<file path="config.mk">
export PLATFORM = sky130hd
export DESIGN_NAME = framebuffer_fill_engine_flat
export DESIGN_NICKNAME = d
export VERILOG_FILES = /design/src/rtl/fb_pkg.sv /design/src/rtl/framebuffer_fill_engine_if.sv /design/src/rtl/fill_addr_gen.sv /design/src/rtl/framebuffer_fill_engine.sv /design/src/flat_wrapper.sv
export SDC_FILE = /design/constraint.sdc
export NUM_CORES = 1
export LEC_CHECK = 0
export BUFFER_PORTS_ARGS = -buffer_cell sky130_fd_sc_hd__buf_2
export CORE_MARGIN = 2
export CORE_UTILIZATION = 45
export DETAILED_ROUTE_END_ITERATION = 12
export PLACE_DENSITY = 0.75
export RECOVER_POWER = 100
export SYNTH_ARGS = -nofsm -noshare
export SYNTH_HDL_FRONTEND = slang
export SYNTH_HIERARCHICAL = 1
export SYNTH_SLANG_ARGS = --single-unit
</file>
<file path="constraint.sdc">
create_clock -name clk -period 3.6 [get_ports clk]
set_clock_uncertainty 0.05 [all_clocks]
set_input_delay 0.36 -clock clk [delete_from_list [all_inputs] [get_ports clk]]
set_output_delay 0.36 -clock clk [all_outputs]
set_load 0.005 [all_outputs]
</file>
<file path="src/rtl/fb_pkg.sv">
// Shared constants and FSM state encoding for the framebuffer fill engine.
package fb_pkg;

   localparam int FB_H_RES = 640;
   localparam int FB_V_RES = 480;

   typedef logic [1:0] fill_state_t;

   localparam fill_state_t ST_IDLE = 2'd0;
   localparam fill_state_t ST_FILL = 2'd1;
   localparam fill_state_t ST_DONE = 2'd2;

endpackage

</file>
<file path="src/rtl/framebuffer_fill_engine_if.sv">
// Framebuffer write port: the engine drives the request, the memory answers with ready.
interface framebuffer_fill_engine_if #(
   parameter int DATA_WIDTH = 1,
   parameter int ADDR_WIDTH = 19
);

   logic                  mem_we;
   logic                  mem_ready;
   logic [ADDR_WIDTH-1:0] mem_addr;
   logic [DATA_WIDTH-1:0] mem_data;

   modport master (output mem_we, mem_addr, mem_data, input mem_ready);
   modport slave  (input mem_we, mem_addr, mem_data, output mem_ready);

endinterface

</file>
<file path="src/rtl/fill_addr_gen.sv">
// Raster-order x/y walker producing the framebuffer address by incremental adds.
module fill_addr_gen
   import fb_pkg::*;
#(
   parameter int ADDR_WIDTH = 19,
   parameter int H_RES      = FB_H_RES,
   parameter int XW         = 10,
   parameter int YW         = 9
) (
   input  logic                  clk,
   input  logic                  rst,
   input  logic                  load,
   input  logic                  step,
   input  logic [XW-1:0]         x0,
   input  logic [XW-1:0]         x1,
   input  logic [YW-1:0]         y0,
   input  logic [YW-1:0]         y1,
   output logic [ADDR_WIDTH-1:0] addr,
   output logic                  last
);

   localparam logic [ADDR_WIDTH-1:0] ROW_STEP = ADDR_WIDTH'(H_RES);

   logic [XW-1:0]         x_q;
   logic [XW-1:0]         x0_q;
   logic [XW-1:0]         x1_q;
   logic [YW-1:0]         y_q;
   logic [YW-1:0]         y1_q;
   logic [ADDR_WIDTH-1:0] row_base_q;
   logic [ADDR_WIDTH-1:0] addr_q;

   // The one multiply happens once per fill at load; pixel steps only add.
   always_ff @(posedge clk or posedge rst) begin
      if (rst) begin
         x_q        <= '0;
         x0_q       <= '0;
         x1_q       <= '0;
         y_q        <= '0;
         y1_q       <= '0;
         row_base_q <= '0;
         addr_q     <= '0;
      end else if (load) begin
         x0_q       <= x0;
         x1_q       <= x1;
         y1_q       <= y1;
         x_q        <= x0;
         y_q        <= y0;
         row_base_q <= ADDR_WIDTH'(y0) * ROW_STEP;
         addr_q     <= ADDR_WIDTH'(y0) * ROW_STEP + ADDR_WIDTH'(x0);
      end else if (step) begin
         if (x_q == x1_q) begin
            x_q        <= x0_q;
            y_q        <= y_q + 1'b1;
            row_base_q <= row_base_q + ROW_STEP;
            addr_q     <= row_base_q + ROW_STEP + ADDR_WIDTH'(x0_q);
         end else begin
            x_q    <= x_q + 1'b1;
            addr_q <= addr_q + 1'b1;
         end
      end
   end

   assign addr = addr_q;
   assign last = (x_q == x1_q) && (y_q == y1_q);

endmodule

</file>
<file path="src/rtl/framebuffer_fill_engine.sv">
// Fills an inclusive rectangle of the framebuffer with one pixel value, one write per accepted cycle.
//   state   | meaning
//   IDLE    | waiting for start; bad requests pulse err
//   FILL    | mem_we held high, address steps on each accepted write
//   DONE    | one-cycle done pulse, then back to IDLE
module framebuffer_fill_engine
   import fb_pkg::*;
#(
   parameter int  DATA_WIDTH = 1,
   parameter int  ADDR_WIDTH = 19,
   parameter int  H_RES      = FB_H_RES,
   parameter int  V_RES      = FB_V_RES,
   localparam int XW         = $clog2(H_RES),
   localparam int YW         = $clog2(V_RES)
) (
   input  logic                      clk,
   input  logic                      rst,
   input  logic                      start,
   input  logic                      abort,
   input  logic [DATA_WIDTH-1:0]     fill_data,
   input  logic [XW-1:0]             x0,
   input  logic [XW-1:0]             x1,
   input  logic [YW-1:0]             y0,
   input  logic [YW-1:0]             y1,
   framebuffer_fill_engine_if.master mem,
   output logic                      busy,
   output logic                      done,
   output logic                      err
);

   localparam logic [XW:0] X_LIM = (XW+1)'(H_RES);
   localparam logic [YW:0] Y_LIM = (YW+1)'(V_RES);

   fill_state_t           state;
   logic                  we_q;
   logic [DATA_WIDTH-1:0] data_q;
   logic [ADDR_WIDTH-1:0] gen_addr;
   logic                  req_ok;
   logic                  accept;
   logic                  load;
   logic                  step;
   logic                  last;

   assign req_ok = (x0 <= x1) && ({1'b0, x1} < X_LIM) &&
                   (y0 <= y1) && ({1'b0, y1} < Y_LIM);
   assign accept = we_q & mem.mem_ready;
   assign load   = (state == ST_IDLE) && start && req_ok;
   // Abort wins over a final accept; the generator simply stops where it is.
   assign step   = (state == ST_FILL) && accept && !abort && !last;

   fill_addr_gen #(
      .ADDR_WIDTH (ADDR_WIDTH),
      .H_RES      (H_RES),
      .XW         (XW),
      .YW         (YW)
   ) u_addr_gen (
      .clk  (clk),
      .rst  (rst),
      .load (load),
      .step (step),
      .x0   (x0),
      .x1   (x1),
      .y0   (y0),
      .y1   (y1),
      .addr (gen_addr),
      .last (last)
   );

   always_ff @(posedge clk or posedge rst) begin
      if (rst) begin
         state  <= ST_IDLE;
         we_q   <= 1'b0;
         data_q <= '0;
         busy   <= 1'b0;
         done   <= 1'b0;
         err    <= 1'b0;
      end else begin
         done <= 1'b0;
         err  <= 1'b0;
         case (state)
            ST_IDLE: begin
               if (start) begin
                  if (req_ok) begin
                     state  <= ST_FILL;
                     we_q   <= 1'b1;
                     busy   <= 1'b1;
                     data_q <= fill_data;
                  end else begin
                     err <= 1'b1;
                  end
               end
            end
            ST_FILL: begin
               if (abort) begin
                  state <= ST_IDLE;
                  we_q  <= 1'b0;
                  busy  <= 1'b0;
               end else if (accept && last) begin
                  state <= ST_DONE;
                  we_q  <= 1'b0;
                  done  <= 1'b1;
               end
            end
            ST_DONE: begin
               state <= ST_IDLE;
               busy  <= 1'b0;
            end
            default: begin
               state <= ST_IDLE;
               we_q  <= 1'b0;
               busy  <= 1'b0;
            end
         endcase
      end
   end

   assign mem.mem_we   = we_q;
   assign mem.mem_addr = gen_addr;
   assign mem.mem_data = data_q;

endmodule

</file>
<file path="src/flat_wrapper.sv">
// flat-port wrapper written by rule: the top's interface ports become plain ports
module framebuffer_fill_engine_flat import fb_pkg::*;
#(
   parameter int  DATA_WIDTH = 1,
   parameter int  ADDR_WIDTH = 19,
   parameter int  H_RES      = FB_H_RES,
   parameter int  V_RES      = FB_V_RES,
   localparam int XW         = $clog2(H_RES),
   localparam int YW         = $clog2(V_RES)
)
  (clk, rst, start, abort, fill_data, x0, x1, y0, y1, busy, done, err, mem_mem_we, mem_mem_addr, mem_mem_data, mem_mem_ready);
  framebuffer_fill_engine_if #(.DATA_WIDTH(DATA_WIDTH), .ADDR_WIDTH(ADDR_WIDTH)) mem_i ();
  input  logic clk;
  input  logic rst;
  input  logic start;
  input  logic abort;
  input  logic [DATA_WIDTH-1:0] fill_data;
  input  logic [XW-1:0] x0;
  input  logic [XW-1:0] x1;
  input  logic [YW-1:0] y0;
  input  logic [YW-1:0] y1;
  output logic busy;
  output logic done;
  output logic err;
  output wire logic [$bits(mem_i.mem_we)-1:0] mem_mem_we;
  output wire logic [$bits(mem_i.mem_addr)-1:0] mem_mem_addr;
  output wire logic [$bits(mem_i.mem_data)-1:0] mem_mem_data;
  input wire logic [$bits(mem_i.mem_ready)-1:0] mem_mem_ready;
  assign mem_mem_we = mem_i.mem_we;
  assign mem_mem_addr = mem_i.mem_addr;
  assign mem_mem_data = mem_i.mem_data;
  assign mem_i.mem_ready = mem_mem_ready;
  framebuffer_fill_engine #(.DATA_WIDTH(DATA_WIDTH), .ADDR_WIDTH(ADDR_WIDTH), .H_RES(H_RES), .V_RES(V_RES)) u_core (.clk(clk), .rst(rst), .start(start), .abort(abort), .fill_data(fill_data), .x0(x0), .x1(x1), .y0(y0), .y1(y1), .mem(mem_i), .busy(busy), .done(done), .err(err));
endmodule
</file>
==> flow_summary.yaml, run 1 <==
setup_path:
  criticalPathCategory: "reg -> reg"
  worstRegToRegCells: 8
  critPathMaxFanout: 41
  crit_slowest_cell: "nor2_1"
  worst-r2r-setup-slack_ns: 0.33
  critical-path-top-cell-by-count: "xor2_1"
  timing.critical_path.arrival_ns: 3.49
  worst_setup_path_endpoint: "u_core/u_addr_gen/y_q[6]"
  critical-path-top-delay-family: "simple AND/OR/NAND/NOR gates"
  timing.rr.end: "u_core/u_addr_gen/y_q[6]"
  reg2reg_from: "u_core/u_addr_gen/x_q[6]"
  worst-endpoint-required_ns: 3.82
  timing.critical_path.depth: 8
  critical_path.cell_chain: "xor2_1 > nor4_1 > nand4_1 > buf_4 > nor2_1 > nand3_1 > xor2_1 > o21ai_0"
  cp.buffers_inverters: 1
  worst_setup_path_startpoint: "u_core/u_addr_gen/x_q[6]"
  worstSetupEndpointType: "flip-flop"
  start_kind: "flip-flop"
  crit_path_max_incr_delay_ns: 0.99
power_and_ir_drop:
  p_sw_mw: 1.83
  p_int_mw: 2.71
  p_leak_nw: 3.07
  p_comb_frac: 0.393
  power.clock.fraction: 0.198
  ir_worst_vdd_mv: 0.371
  sequentialPowerShare: 0.409
  switching_share: 0.403
  power.density_cell_area_mw_per_mm2: 642
  report.power.total_mw: 4.55
yosys:
  ys_dominant_reg_cell: "dfrtp_1"
  seq_area_frac_synth: 0.339
  synthesis.nets: 822
  synth.distinct_cells: 70
  post_synthesis_cell_area_sq_mm: 0.00634
  syn-instance-count: 732
  number_of_enable_type_register_cells_in_the_synthesized_netlist: 0
  post_synth_arst_share: 1.00
  register_bit_count_reported_by_yosys: 86
  yosysWarnings: 6
  postSynthAreaPerCell_sq_um: 8.67
worst_hold_path:
  hold_class: "in -> reg"
  hold_path_startpoint: "fill_data"
clock_network:
  cts_tree: "yes"
  clock-root-buffer: "clkbuf_16"
  cts_buffer_depth: 2
  cts_post_setup_buffers_inserted: 0
  worst_skew_pair.late_latency_ns: 0.34
  cts_inserted_buffers: 9
  clock-sinks: 86
  clk_pin_slew_ns: 0.06
  post_cts_hold_buffer_count: 1
  ctsHtreeMaxLevel: 3
  cts-resized-gates: 0
timing:
  hold_viol_final: 0
  final-setup-viol-count: 0
  maxSlewViolCount: 55
  min_period_over_period: 0.908
  actual_slew_at_the_worst_max_slew_pin_ns: 2.02
  final.setup.worst_slack_ns: 0.330
  maxClockFrequency_mhz: 306
  timing.slew.headroom: -0.349
  final_period_minus_worst_setup_slack_ns: 3.27
  fin_setup_tns_ns: 0
  grt_setup_unrepaired: "false"
final_layout:
  nNetsFinal: 877
  syn2layout_area_growth_pct: 11.6
  layout_commonest_cell: "nand2_1"
  nFillCells: 1311
  multi_input_area_sq_mm: 0.00386
  fin_cells: 972
  antenna_cells: 0
  final_cell_utilization_of_the_core: 0.512
  share_of_final_layout_standard_cells_stronger_than_drive_strength_1: 0.135
  mostFrequentLayoutCells: "nand2_1, dfrtp_1, o21ai_0"
  seqCellArea_sq_mm: 0.00215
placed_design:
  globalplace.congestion: 0.939
  dp_worst_setup_slack_ns: 0.347
  place_inst: 955
  dp.final_hpwl_mm: 11.5
  buffer_ports.inserted: 67
routing:
  highest_layer: "met4"
  detailroute.wirelength.met3_microns: 642
  drt.antenna.violating_nets: 0
  met2WireLength_mm: 7.25
  remaining_drc_errors: 0
  route.vias.total: 5512
  postRouteWirelength_mm: 15.7
  via_per_inst: 5.67
  first_pass_iters: 5
  met1_length_mm: 7.47
  dr.first_iter.drc_count: 451
  wire_per_inst_microns: 16.1
run_status:
  violations: "max-capacitance violations, max-slew violations"
  status: "complete, but fails checks"
floorplan:
  num_io_pins: 68
  die_y_microns: 123
  core_area_sq_mm: 0.0138
  dieWidth_microns: 123
  design.die.area_sq_mm: 0.0151
  std_cell_rows: 43
  initial_core_utilization: 0.459
grt:
  antenna_violations_before_repair: 0
  globalRouteOverflowTotal: 0
  grt_pass1_wl_mm: 26.1
  groute.usage.overall: 0.219
  grt_pass1_vias: 5234
  grt_start_max_net_pins: 98
job:
  timing.max_cap.violations: 1
-- sequential cells by signal, indices dropped and copies added (netlist names) --
signal / count
u_core/u_addr_gen/addr: 19
u_core/u_addr_gen/row_base_q: 12
u_core/u_addr_gen/x0_q: 10
u_core/u_addr_gen/x1_q: 10
u_core/u_addr_gen/x_q: 10
u_core/u_addr_gen/y1_q: 9
u_core/u_addr_gen/y_q: 9
u_core/state: 2
u_core/busy: 1
u_core/done: 1
u_core/err: 1
u_core/mem.mem_data: 1
u_core/mem.mem_we: 1
-- synth_stat cells, types with 3 or more instances --
cell,n,area share
buf_4,3,0.0036
ha_1,44,0.087
a211o_1,3,0.0041
xor2_1,38,0.052
nand3_1,25,0.020
o21ai_0,65,0.051
a21oi_1,42,0.033
nand2b_1,3,0.0030
o31ai_1,7,0.0083
o211ai_1,6,0.0071
or3_1,5,0.0049
a21o_1,8,0.0095
nand2_1,96,0.057
mux2_2,20,0.036
nor2_1,49,0.029
and3_1,8,0.0079
buf_1,4,0.0024
dfrtp_1,86,0.34
nor2b_1,3,0.0030
inv_1,41,0.024
nor3_1,7,0.0055
xnor2_1,40,0.055
o22ai_1,5,0.0049
nand4_1,11,0.011
and4_1,5,0.0069
nand3b_1,5,0.0059
a31oi_1,7,0.0069
a22oi_1,5,0.0059
a211oi_1,9,0.011
o21ai_1,4,0.0032
buf_2,7,0.0055
mux2i_1,9,0.014
clkbuf_1,18,0.011
-- power by group through the flow --
stage                     Clock (mW)  Combinational, mW  Sequential (mW)
after floorplan                    0               1.43             1.69
after global placement             0               1.76             1.84
after detailed placement           0               1.79             1.86
after CTS                      0.916               1.81             1.85
after global routing           0.962               2.01             1.92
final                          0.899               1.79             1.86
-- layer usage --
| layer | GRT usage | vias to the layer above |
|---|---|---|
| li1 | - | 2686 |
| met1 | 0.310 | 2636 |
| met2 | 0.348 | 162 |
| met3 | 0.0251 | 28 |
| met4 | 0.0747 | 0 |
| met5 | 0 | - |
-- area by class of cell --
type	instances	area share
clock buffers	12	0.0362
clock inverters	4	0.00424
inverters	42	0.0223
multi-input cells	571	0.546
flip-flops and latches	86	0.304
well taps	180	0.0318
repair buffers	77	0.0555
-- cells by family after synthesis --
family / Yosys count / synth area share
adders and majority gates: 46 / 0.0931
buffers and inverters: 75 / 0.0487
and+or+nand+nor: 233 / 0.177
xor gates and xnor gates: 79 / 0.110
AOI/OAI and AO/OA: 182 / 0.179
other: 1 / 0.000591
muxes: 30 / 0.0515
DFF: 86 / 0.339
-- metrics by stage --
stage          cell area (sq um)  hold WS (ns)
2_1_floorplan               6340         0.113
3_3_place_gp                6840         0.263
3_5_place_dp                6840         0.267
4_1_cts                     7130         0.183
5_1_grt                     7080         0.200
6_report                    7080         0.197
-- worst min path at each step --
stage | endpoint | depth (start not counted)
detailed placement | u_core/mem.mem_we | 2
CTS | u_core/mem.mem_data | 2
global route | u_core/mem.mem_data | 2
global placement | u_core/mem.mem_we | 2
floorplan | u_core/busy | 1
finish | u_core/mem.mem_data | 2
-- worst register-to-register path, stage by stage (launching register included) --
cell and delay, ns:
dfrtp_1 0.45, xor2_1 0.17, nor4_1 0.37, nand4_1 0.21
buf_4 0.32, nor2_1 1.00, nand3_1 0.27, xor2_1 0.22
o21ai_0 0.14
Power figures use the tool's default switching activity.
==> run 2: changes to the inputs <==
CORE_UTILIZATION = 50   (was 45)
PLACE_DENSITY = 0.81   (was 0.75)
==> flow_summary.yaml, run 2 (synthesis gave the netlist of run 1 again) <==
routing:
  via_per_inst: 5.78
  wire_per_inst_microns: 16.5
  drt.antenna.violating_nets: 0
  postRouteWirelength_mm: 15.9
  remaining_drc_errors: 0
  first_pass_iters: 5
  dr.first_iter.drc_count: 559
  route.vias.total: 5579
clock_network:
  clock-root-buffer: "clkbuf_16"
  cts_tree: "yes"
  clk_pin_slew_ns: 0.06
  cts-resized-gates: 0
  worst_skew_pair.late_latency_ns: 0.34
  cts_inserted_buffers: 9
  post_cts_hold_buffer_count: 1
  cts_post_setup_buffers_inserted: 0
  ctsHtreeMaxLevel: 3
  cts_buffer_depth: 2
  clock-sinks: 86
power_and_ir_drop:
  p_sw_mw: 1.83
  ir_worst_vdd_mv: 0.331
  sequentialPowerShare: 0.409
  p_comb_frac: 0.390
  p_leak_nw: 3.05
  switching_share: 0.400
  p_int_mw: 2.74
  power.density_cell_area_mw_per_mm2: 645
  power.clock.fraction: 0.201
grt:
  groute.usage.overall: 0.243
  grt_pass1_wl_mm: 25.9
  met3_usage: 0.0472
  grt_start_max_net_pins: 72
  gr-usage-met2: 0.388
  met1_usage_grt: 0.328
  grt_pass1_vias: 5232
  grt-busiest-layer: "met2"
  globalRouteOverflowTotal: 0
  antenna_violations_before_repair: 0
setup_path:
  worstSetupEndpointType: "flip-flop"
  timing.critical_path.arrival_ns: 3.40
  criticalPathCategory: "reg -> reg"
  start_kind: "flip-flop"
  worst-endpoint-required_ns: 3.81
  critPathMaxFanout: 11
final_layout:
  layout_commonest_cell: "nand2_1"
  antenna_cells: 0
  share_of_final_layout_standard_cells_stronger_than_drive_strength_1: 0.128
  largest_reg_flops: 19
  nNetsFinal: 880
  syn2layout_area_growth_pct: 11.4
  stdcell_area_sq_mm: 0.00707
  mostFrequentLayoutCells: "nand2_1, dfrtp_1, o21ai_0"
timing:
  final_period_minus_worst_setup_slack_ns: 3.18
  timing.slew.headroom: -0.437
  min_period_over_period: 0.884
  maxSlewViolCount: 50
  grt_setup_unrepaired: "false"
  fin_setup_tns_ns: 0
  actual_slew_at_the_worst_max_slew_pin_ns: 2.14
  hold_viol_final: 0
  final-setup-viol-count: 0
  maxClockFrequency_mhz: 314
run_status:
  violations: "max-capacitance violations, max-slew violations"
  status: "complete, but fails checks"
floorplan:
  die_y_microns: 117
  core_area_sq_mm: 0.0125
  std_cell_rows: 41
  dieWidth_microns: 117
  design.die.area_sq_mm: 0.0136
  num_io_pins: 68
  initial_core_utilization: 0.507
placed_design:
  buffer_ports.inserted: 67
  globalplace.congestion: 0.941
  dp.final_hpwl_mm: 11.7
  dpl_cell_area_sq_mm: 0.00685
worst_hold_path:
  hold_class: "in -> reg"
job:
  timing.max_cap.violations: 1
run 2: cell types whose count changed in the layout (fill, tap and decap cells not counted), sizes merged:
cell      delta
bufinv       +1
clkinvlp     +1
inv          -2
buf          -3
clkbuf       +6
clkinv       -1
run 2: area by class of cell:
type                            count  area, sq um
Clock buffer                       12          236
Inverter                           42          159
Clock inverter                      3         46.3
Fill cell                        1165         5450
Timing Repair Buffer               80          393
Tap cell                          172          215
Multi-Input combinational cell    571         3870
Sequential cell                    86         2150
run 2: per-layer routing:
metal	vias up	wire, microns
met1	2643	7050
met2	201	7340
met5	-	0
li1	2705	-
met3	30	1140
met4	0	408
run 2: metrics by stage:
stage | power (mW) | util | setup WS [ns] | hold WS [ns] | cells
2_1_floorplan | 3.13 | - | 0.515 | 0.113 | 732
3_3_place_gp | 3.59 | 0.547 | 0.403 | 0.265 | 950
3_5_place_dp | 3.65 | 0.547 | 0.339 | 0.272 | 950
4_1_cts | 4.59 | 0.571 | 0.524 | 0.182 | 966
5_1_grt | 4.88 | 0.565 | 0.114 | 0.185 | 966
6_report | 4.56 | 0.565 | 0.417 | 0.184 | 966
run 2: worst max-delay path: stages (launching register included):
cell and delay (ns):
dfrtp_1 0.47, xor2_1 0.18, nor4_1 0.37, nand4_1 0.26
nor4_1 0.60, nor2_2 0.16, clkbuf_1 0.29, and4_1 0.27
o21ai_0 0.19, o211ai_1 0.12, o22ai_1 0.14
run 2: power by group through the flow:
stage	sequential [mW]	clock [mW]	combinational, mW
finish	1.87	0.915	1.78
global route	1.93	0.966	1.99
CTS	1.85	0.926	1.81
detailed placement	1.86	0	1.79
global placement	1.85	0	1.75
floorplan	1.69	0	1.43
run 2: worst paths after layout:
path | from | to | slack [ns] | depth (start not counted)
setup reg to reg | u_core/u_addr_gen/x_q[6] | u_core/u_addr_gen/addr[12] | 0.42 | 10
hold reg to reg | u_core/mem.mem_data | u_core/mem.mem_data | 0.44 | 1
max in group asynchronous | rst | u_core/u_addr_gen/addr[12] | 0.81 | 4
setup / recovery | u_core/u_addr_gen/x_q[6] | u_core/u_addr_gen/addr[12] | 0.42 | 10
min in group asynchronous | rst | u_core/mem.mem_data | 0.44 | 3
hold / removal | fill_data | u_core/mem.mem_data | 0.18 | 2
==> run 3: changes to the inputs <==
ABC_AREA = 1   (was unset)
CTS_CLUSTER_SIZE = 24   (was unset)
PLACE_DENSITY = 0.8   (was 0.81)
==> flow_summary.yaml, run 3 <==
run_status:
  status: "complete, but fails checks"
  violations: "max-capacitance violations, max-slew violations"
yosys:
  postSynthAreaPerCell_sq_um: 7.26
  post_synth_fa_ha_maj_area_fraction: 0.0870
  post_synth_arst_share: 1.00
  main_combinational_cell_family_by_area_after_synthesis: "simple AND/OR/NAND/NOR gates"
  synth.mux.area_fraction: 0
  synthSimpleGateAreaFrac: 0.305
  yosysWarnings: 6
  synth_xor_xnor_area_share: 0.0538
  synthesized_area_fraction_occupied_by_ao_oa_aoi_and_oai_cells: 0.137
  syn-instance-count: 936
  synth_area_leaders: "dfrtp_1, nand2_1, ha_1, inv_1, nand3_1"
  register_bit_count_reported_by_yosys: 86
  number_of_enable_type_register_cells_in_the_synthesized_netlist: 0
  synth.distinct_cells: 53
  synthTopCellsByCount: "nand2_1, inv_1, dfrtp_1, nand3_1, nor2_1"
  post-synth-top-area-cell: "dfrtp_1"
  post_synthesis_cell_area_sq_mm: 0.00679
  ys_dominant_reg_cell: "dfrtp_1"
  synthDominantCellAreaShare: 0.317
  synth_most_common_cell: "nand2_1"
  synthesis.nets: 1026
  seq_area_frac_synth: 0.317
clock_network:
  worst_skew_pair.late_latency_ns: 0.35
  clock-sinks: 86
  cts-resized-gates: 0
  cts_tree: "yes"
  cts_inserted_buffers: 9
  ctsHtreeMaxLevel: 3
  clock-root-buffer: "clkbuf_16"
  clk_pin_slew_ns: 0.07
  cts_buffer_depth: 2
  cts_post_setup_buffers_inserted: 0
placed_design:
  place_inst: 1165
  buffer_ports.inserted: 67
  dp_worst_setup_slack_ns: 0.544
  globalplace.congestion: 0.879
  dp.final_hpwl_mm: 13.5
floorplan:
  initial_core_utilization: 0.513
  core_area_sq_mm: 0.0132
  num_io_pins: 68
  dieWidth_microns: 121
  std_cell_rows: 42
  design.die.area_sq_mm: 0.0145
  die_y_microns: 121
setup_path:
  start_kind: "flip-flop"
  timing.critical_path.arrival_ns: 3.36
  critical-path-top-delay-family: "simple AND/OR/NAND/NOR gates"
  worst-endpoint-required_ns: 3.81
  worstSetupEndpointType: "flip-flop"
  crit_slowest_cell: "nor3_1"
  criticalPathCategory: "reg -> reg"
  critical_path.cell_chain: "xor2_1 > nor3_1 > nand3_1 > inv_1 > nand4_2 > nor2_1 > nor3_1 > nor2_1 > inv_1 > buf_4 > nor2_1 > a31oi_1"
  crit_path_max_incr_delay_ns: 0.75
  cp.buffers_inverters: 3
  critPathMaxFanout: 14
  critical-path-top-cell-by-count: "nor2_1"
final_layout:
  fin_cells: 1182
  syn2layout_area_growth_pct: 10.0
  share_of_final_layout_standard_cells_stronger_than_drive_strength_1: 0.130
  nNetsFinal: 1091
  largest_reg_flops: 19
  layout_commonest_cell: "nand2_1"
  antenna_cells: 0
  mostFrequentLayoutCells: "nand2_1, inv_1, dfrtp_1"
timing:
  fin_setup_tns_ns: 0
  timing.slew.headroom: -0.197
  maxClockFrequency_mhz: 317
  hold_slack_ns: 0.189
  min_period_over_period: 0.875
  maxSlewViolCount: 39
  final.setup.worst_slack_ns: 0.450
  hold_viol_final: 0
  final-setup-viol-count: 0
  grt_setup_unrepaired: "false"
  actual_slew_at_the_worst_max_slew_pin_ns: 1.79
  final_period_minus_worst_setup_slack_ns: 3.15
power_and_ir_drop:
  power.density_cell_area_mw_per_mm2: 662
  p_int_mw: 2.76
  sequentialPowerShare: 0.375
  p_comb_frac: 0.439
  ir_worst_vdd_mv: 0.264
  report.power.total_mw: 4.95
  p_sw_mw: 2.19
  p_leak_nw: 3.87
  switching_share: 0.443
  power.clock.fraction: 0.186
grt:
  met3_usage: 0.0500
  gr-usage-met2: 0.415
  groute.usage.overall: 0.257
  grt-busiest-layer: "met2"
  globalRouteOverflowTotal: 0
  grt_pass1_wl_mm: 29.9
  grt_start_max_net_pins: 39
  antenna_violations_before_repair: 0
  met1_usage_grt: 0.350
  grt_pass1_vias: 6142
routing:
  dr.first_iter.drc_count: 566
  via_per_inst: 5.49
  remaining_drc_errors: 0
  postRouteWirelength_mm: 17.8
  wire_per_inst_microns: 15.0
  route.vias.total: 6490
  drt.antenna.violating_nets: 0
  first_pass_iters: 5
worst_hold_path:
  hold_class: "in -> reg"
job:
  timing.max_cap.violations: 1
-- run 3: changes by cell type after synthesis, sizes merged, moves of 24 or more --
cell,change
xnor2,-28
nand2,+169
inv,+99
o21ai,-24
nand3,+53
nor2,+32
-- run 3: per-stage QoR --
| step | cell area (sq um) | utilization |
|---|---|---|
| floorplan | 6790 | - |
| global placement | 7290 | 0.551 |
| detailed placement | 7290 | 0.551 |
| CTS | 7600 | 0.574 |
| global route | 7470 | 0.564 |
| finish | 7470 | 0.564 |
-- run 3: worst paths after layout --
kind | cells past startpoint | endpoint | slack [ns] | startpoint
max | 12 | u_core/u_addr_gen/x_q[4] | 0.45 | u_core/u_addr_gen/x_q[6]
min | 3 | u_core/u_addr_gen/x1_q[2] | 0.19 | x1[2]
max reg2reg | 12 | u_core/u_addr_gen/x_q[4] | 0.45 | u_core/u_addr_gen/x_q[6]
min reg2reg | 2 | u_core/mem.mem_data | 0.45 | u_core/mem.mem_data
max in group asynchronous | 4 | u_core/u_addr_gen/row_base_q[17] | 0.91 | rst
min in group asynchronous | 3 | u_core/err | 0.47 | rst
-- run 3: repair_timing --
action	in CTS	in global routing
hold endpoints to repair	7	0
hold buffers	1	0
endpoints found under the setup margin	0	0
-- run 3: routing by layer --
metal / vias up / share of wire
li1: 3185 / -
met1: 2989 / 0.44
met2: 283 / 0.46
met3: 33 / 0.080
met4: 0 / 0.019
met5: - / 0
-- run 3: area by class of cell --
class	count	area [sq um]
timing repair buffer	79	394
clock buffer	12	267
fill	1284	5770
sequential	86	2150
inverter	142	536
multi-input combinational	683	3870
clock inverter	4	30.0
tap	176	220
-- run 3: power groups by stage --
stage	registers, mW	clock network (mW)	logic, mW
after floorplan	1.72	0	1.71
after global routing	1.93	0.970	2.48
after global placement	1.85	0	2.13
after CTS	1.85	0.934	2.23
final	1.86	0.918	2.17
after detailed placement	1.86	0	2.19
-- run 3: logic make-up (layout without fill, tap and decap cells) --
group,Yosys count,in the layout
buffers and inverters,167,237
AOI/OAI and AO/OA,136,136
other,1,1
DFF,86,86
xor gates and xnor gates,40,40
adders and majority gates,46,46
and+or+nand+nor,460,460
-- run 3: tightest hold or removal path: cells and delay by family --
kind	cells	cell delay [ns]
and+or+nand+nor	1	0.04
buffers and inverters	1	0.08
AOI/OAI and AO/OA	1	0.06
